### src/rtl/serial_rx_cfg.sv
// UART receiver with configurable data/parity/stop bits; o_wr pulses one cycle after the last stop-bit sample.
// No backpressure: each frame is strobed once and its fields hold until the next strobe.
module serial_rx_cfg #(
  parameter int CLK_FREQ  = 16_000_000,
  parameter int BAUD_RATE = 115_200,
  parameter int DATA_BITS = 8,
  parameter int PARITY    = 0,
  parameter int STOP_BITS = 1
) (
  input  logic                 i_clk,
  input  logic                 i_rst,
  input  logic                 i_rx,
  output logic                 o_wr,
  output logic [DATA_BITS-1:0] o_data,
  output logic                 o_perr,
  output logic                 o_ferr,
  output logic                 o_break,
  output logic                 o_busy
);

  localparam int   BIT_TICKS = CLK_FREQ / BAUD_RATE;
  localparam int   HALF      = BIT_TICKS / 2;
  localparam int   CW        = $clog2(BIT_TICKS) + 1;
  localparam int   IW        = $clog2(DATA_BITS + 1);
  localparam logic ODD       = (PARITY == 1);

  typedef enum logic [2:0] {
    S_IDLE, S_START, S_DATA, S_PARITY, S_STOP, S_WAIT_HIGH
  } state_t;

  state_t               state_q, state_d;
  logic [1:0]           sync_q;
  logic                 rx_s;
  logic [CW-1:0]        cnt_q, cnt_d;
  logic [IW-1:0]        bit_q, bit_d;
  logic                 stop_q, stop_d;
  logic [DATA_BITS-1:0] shift_q, shift_d;
  logic                 par_q, par_d;
  logic                 low_q, low_d;
  logic                 ferr_acc_q, ferr_acc_d;
  logic                 perr_acc_q, perr_acc_d;
  logic                 wr_q, wr_d;
  logic [DATA_BITS-1:0] data_q, data_d;
  logic                 perr_q, perr_d;
  logic                 ferr_q, ferr_d;
  logic                 brk_q, brk_d;
  logic                 tick;

  assign rx_s = sync_q[1];
  assign tick = (cnt_q == CW'(BIT_TICKS - 1));

  always_ff @(posedge i_clk) begin
    if (i_rst) begin
      state_q    <= S_IDLE;
      sync_q     <= 2'b11;
      cnt_q      <= '0;
      bit_q      <= '0;
      stop_q     <= 1'b0;
      shift_q    <= '0;
      par_q      <= 1'b0;
      low_q      <= 1'b0;
      ferr_acc_q <= 1'b0;
      perr_acc_q <= 1'b0;
      wr_q       <= 1'b0;
      data_q     <= '0;
      perr_q     <= 1'b0;
      ferr_q     <= 1'b0;
      brk_q      <= 1'b0;
    end else begin
      state_q    <= state_d;
      sync_q     <= {sync_q[0], i_rx};
      cnt_q      <= cnt_d;
      bit_q      <= bit_d;
      stop_q     <= stop_d;
      shift_q    <= shift_d;
      par_q      <= par_d;
      low_q      <= low_d;
      ferr_acc_q <= ferr_acc_d;
      perr_acc_q <= perr_acc_d;
      wr_q       <= wr_d;
      data_q     <= data_d;
      perr_q     <= perr_d;
      ferr_q     <= ferr_d;
      brk_q      <= brk_d;
    end
  end

  always_comb begin
    state_d    = state_q;
    cnt_d      = cnt_q + CW'(1);
    bit_d      = bit_q;
    stop_d     = stop_q;
    shift_d    = shift_q;
    par_d      = par_q;
    low_d      = low_q;
    ferr_acc_d = ferr_acc_q;
    perr_acc_d = perr_acc_q;
    wr_d       = 1'b0;
    data_d     = data_q;
    perr_d     = perr_q;
    ferr_d     = ferr_q;
    brk_d      = brk_q;
    unique case (state_q)
      S_IDLE: begin
        cnt_d      = '0;
        bit_d      = '0;
        stop_d     = 1'b0;
        par_d      = 1'b0;
        low_d      = 1'b1;
        ferr_acc_d = 1'b0;
        perr_acc_d = 1'b0;
        if (!rx_s) state_d = S_START;
      end
      S_START: begin
        // Mid-start-bit check: a line that has gone high again was only a glitch
        if (cnt_q == CW'(HALF - 1)) begin
          cnt_d   = '0;
          state_d = rx_s ? S_IDLE : S_DATA;
        end
      end
      S_DATA: begin
        if (tick) begin
          cnt_d   = '0;
          shift_d = {rx_s, shift_q[DATA_BITS-1:1]};
          par_d   = par_q ^ rx_s;
          low_d   = low_q & ~rx_s;
          bit_d   = bit_q + IW'(1);
          if (bit_q == IW'(DATA_BITS - 1)) state_d = (PARITY != 0) ? S_PARITY : S_STOP;
        end
      end
      S_PARITY: begin
        if (tick) begin
          cnt_d      = '0;
          perr_acc_d = ((par_q ^ rx_s) != ODD);
          low_d      = low_q & ~rx_s;
          state_d    = S_STOP;
        end
      end
      S_STOP: begin
        if (tick) begin
          cnt_d      = '0;
          stop_d     = 1'b1;
          ferr_acc_d = ferr_acc_q | ~rx_s;
          if (!stop_q) low_d = low_q & ~rx_s;
          if (stop_q == 1'(STOP_BITS - 1)) begin
            wr_d    = 1'b1;
            data_d  = shift_q;
            perr_d  = perr_acc_q;
            ferr_d  = ferr_acc_q | ~rx_s;
            brk_d   = stop_q ? low_q : (low_q & ~rx_s);
            state_d = rx_s ? S_IDLE : S_WAIT_HIGH;
          end
        end
      end
      S_WAIT_HIGH: begin
        cnt_d = '0;
        if (rx_s) state_d = S_IDLE;
      end
      default: state_d = S_IDLE;
    endcase
  end

  assign o_wr    = wr_q;
  assign o_data  = data_q;
  assign o_perr  = perr_q;
  assign o_ferr  = ferr_q;
  assign o_break = brk_q;
  assign o_busy  = (state_q != S_IDLE);

endmodule

### config.mk
export PLATFORM = sky130hd
export DESIGN_NAME = serial_rx_cfg
export DESIGN_NICKNAME = d
export VERILOG_FILES = /design/src/rtl/serial_rx_cfg.sv
export SDC_FILE = /design/constraint.sdc
export NUM_CORES = 1
export LEC_CHECK = 0
export CAP_MARGIN = 20
export CORE_ASPECT_RATIO = 1.2
export CORE_MARGIN = 2
export CORE_UTILIZATION = 61
export CTS_CLUSTER_DIAMETER = 120
export DETAILED_ROUTE_END_ITERATION = 10
export PLACE_DENSITY_LB_ADDON = 0.2
export SYNTH_ARGS = -nofsm -noshare
export SYNTH_HDL_FRONTEND = slang
export SYNTH_SLANG_ARGS = --single-unit
### constraint.sdc
create_clock -name i_clk -period 3.2 [get_ports i_clk]
set_input_delay 0.64 -clock i_clk [delete_from_list [all_inputs] [get_ports i_clk]]
set_output_delay 0.64 -clock i_clk [all_outputs]
set_load 0.05 [all_outputs]
==> flow_summary.ini <==
[setup_path]
start_kind = register
cp-end-kind = primary output
cp_max_fo = 16
path_class = reg -> out
critical_path_arrival_ns = 2.27
crit_required_ns = 2.56

[timing]
min_period_ns = 2.91
setup_viol = 0
setup_ws_ns = 0.293
fin_hold_ws_ns = 0.422
setup_tns_ns = 0
rsz0062_at_grt = false
fin_crit_sh = 0.908
clock_skew_ns = 0.00742
slew_violations = 0
relSlewSlack = 0.534
tightestPinTransition_ns = 0.696
fmax_mhz = 344
finalHoldViolCount = 0

[route]
drtPass1Iterations = 4
viasPerCell = 5.94
wirelength_um = 3840
ant_nets = 0
drtIter0Drc = 64
wl_per_cell_um = 14.2
drc = 0
vias = 1609

[synth]
synth_seq_area_share = 0.445
syn_avg_cell_area_um2 = 8.71
synth_seq_cells = 43
async_reset_ff_frac = 0
synth_flop_cell = dfxtp_1
synth_area_um2 = 1930
yosysTopAreaCell = dfxtp_1
synth_area_leaders = dfxtp_1 (45%), nand2_1 (4.9%), mux2i_1 (4.7%)
synth_nets = 229
synth.most_common_cell = dfxtp_1
synthCells = 222
ys_top_cells_by_count = dfxtp_1 (43), nand2_1 (25), nor2_1 (24)
ys_types = 44
yosysWarnings = 0
yosys.area.top_type_share = 0.445
synth-edff-count = 0

[place]
numPortBuffers = 15
gp_congestion = 0.909
place_area_um2 = 2090
pre_cts_ws_ns = 0.688
hpwlAfterDp_um = 2680

[die]
ioPinCount = 16
die_y_um = 65.7
die_x_um = 55.4
start_util = 0.633
fp.coreArea_um2 = 3060
rows = 22
dieArea_um2 = 3640

[global_routing]
antenna_found_initial = 0
grt_max_degree = 21
grt_pass1_wl_um = 6490
overflow = 0
grt_usage = 0.222
grt_pass1_vias = 1521

[clock_network]
cts_tree = done
cts_resized = 0
cts_num_sinks = 43
h-tree-depth = 2
post-cts-setup-buffer-count = 0
insertion_delay_ns = 0.34
clk_path_buf_depth = 2
cts_root_buffer = clkbuf_4
clk_transition_reported_paths_ns = 0.11
cts-buffers-inserted = 5
cts_hold_buf = 0

[power]
p_per_area_nw_per_um2 = 498
p_leak_nw = 0.837
max-vdd-ir-drop_mv = 0.458

[layout]
fin_util = 0.714
fin_nets = 241
final-seq-area_um2 = 861
n_antenna_cell = 0
area_growth_pct = 12.8
fin_area_um2 = 2180
layout-drive-gt1-share = 0.0851
fillers = 254
multi_input_area_um2 = 1000

[worst_hold_path]
hp-class = reg -> reg

[outcome]
status = completed

[run]
timing.max_cap.violations = 0
-- final cells by class --
cell class                 instances  area share
clock buffer                       6      0.0235
clock inverter                     2      0.0161
inverter                           6      0.0103
multi-input combinational        161       0.459
sequential                        43       0.395
tap                               36      0.0207
timing repair buffer              17      0.0757
-- path summary, 6_finish.rpt --
check	start	to	slack [ns]	cells past startpoint
min reg2reg	sync_q[0]$_SDFF_PP1_	sync_q[1]$_SDFF_PP1_	0.42	1
max reg2reg	cnt_q[4]$_SDFF_PP0_	o_break$_SDFFE_PP0P_	0.83	5
min	sync_q[0]$_SDFF_PP1_	sync_q[1]$_SDFF_PP1_	0.42	1
max	state_q[2]$_SDFFE_PP0P_	o_busy	0.29	4
-- kinds of logic (layout without fill, tap and decap cells) --
logic type / after synthesis / after routing / share of synthesized area
and+or+nand+nor: 98 / 98 / 0.265
DFF: 43 / 43 / 0.445
AOI/OAI and AO/OA: 39 / 39 / 0.128
buffers and inverters: 18 / 31 / 0.0369
muxes: 11 / 11 / 0.0583
xor gates and xnor gates: 9 / 9 / 0.0408
adders and majority gates: 4 / 4 / 0.0259
-- per-layer routing --
metal | track usage | share of wire | up-vias | wire length, um
met3 | 0.0413 | 0.048 | 6 | 184
met2 | 0.399 | 0.50 | 49 | 1900
met4 | 0.101 | 0.015 | 0 | 56
li1 | - | - | 791 | -
met1 | 0.256 | 0.44 | 763 | 1700
met5 | 0 | 0 | - | 0
-- power breakdown --
part / leakage (nW) / switching, W / internal (W)
sequential: 0.347 / 0.0000244 / 0.000547
clock: 0.0482 / 0.000166 / 0.000185
combinational: 0.442 / 0.000105 / 0.0000600
-- sequential cells by signal (all words and copies together) (netlist names), 2 cells and up --
name     cells
bit_q        4
state_q      3
shift_q      8
cnt_q        9
o_data       8
sync_q       2
-- worst max-delay path, cell delays in order (launching register included) --
cell and delay, ns:
dfxtp_1 0.49, or2_2 0.41, nor2_1 0.23, inv_1 0.09
clkdlybuf4s50_1 0.70
-- cells in the final DEF (no fill, tap or decap), types with 4 or more instances in the layout --
master / Yosys / layout
nor3_1: 8 / 8
a21oi_1: 16 / 16
xor2_1: 4 / 4
nand2_1: 25 / 25
inv_1: 6 / 6
mux2i_1: 9 / 9
or2_2: 4 / 4
ha_1: 4 / 4
and3_1: 6 / 6
nand2b_1: 4 / 4
nor2_1: 24 / 24
nor2b_1: 6 / 6
xnor2_1: 5 / 5
nand3_1: 8 / 8
o21ai_0: 8 / 8
clkbuf_4: 0 / 5
clkdlybuf4s50_1: 0 / 15
dfxtp_1: 43 / 43
-- per-stage QoR --
step           total power (W)  instances
2_1_floorplan         0.000704        222
3_3_place_gp          0.000736        263
3_5_place_dp          0.000744        263
4_1_cts                0.00109        271
5_1_grt                0.00114        271
6_report               0.00109        271
(Power assumes the default switching activity.)
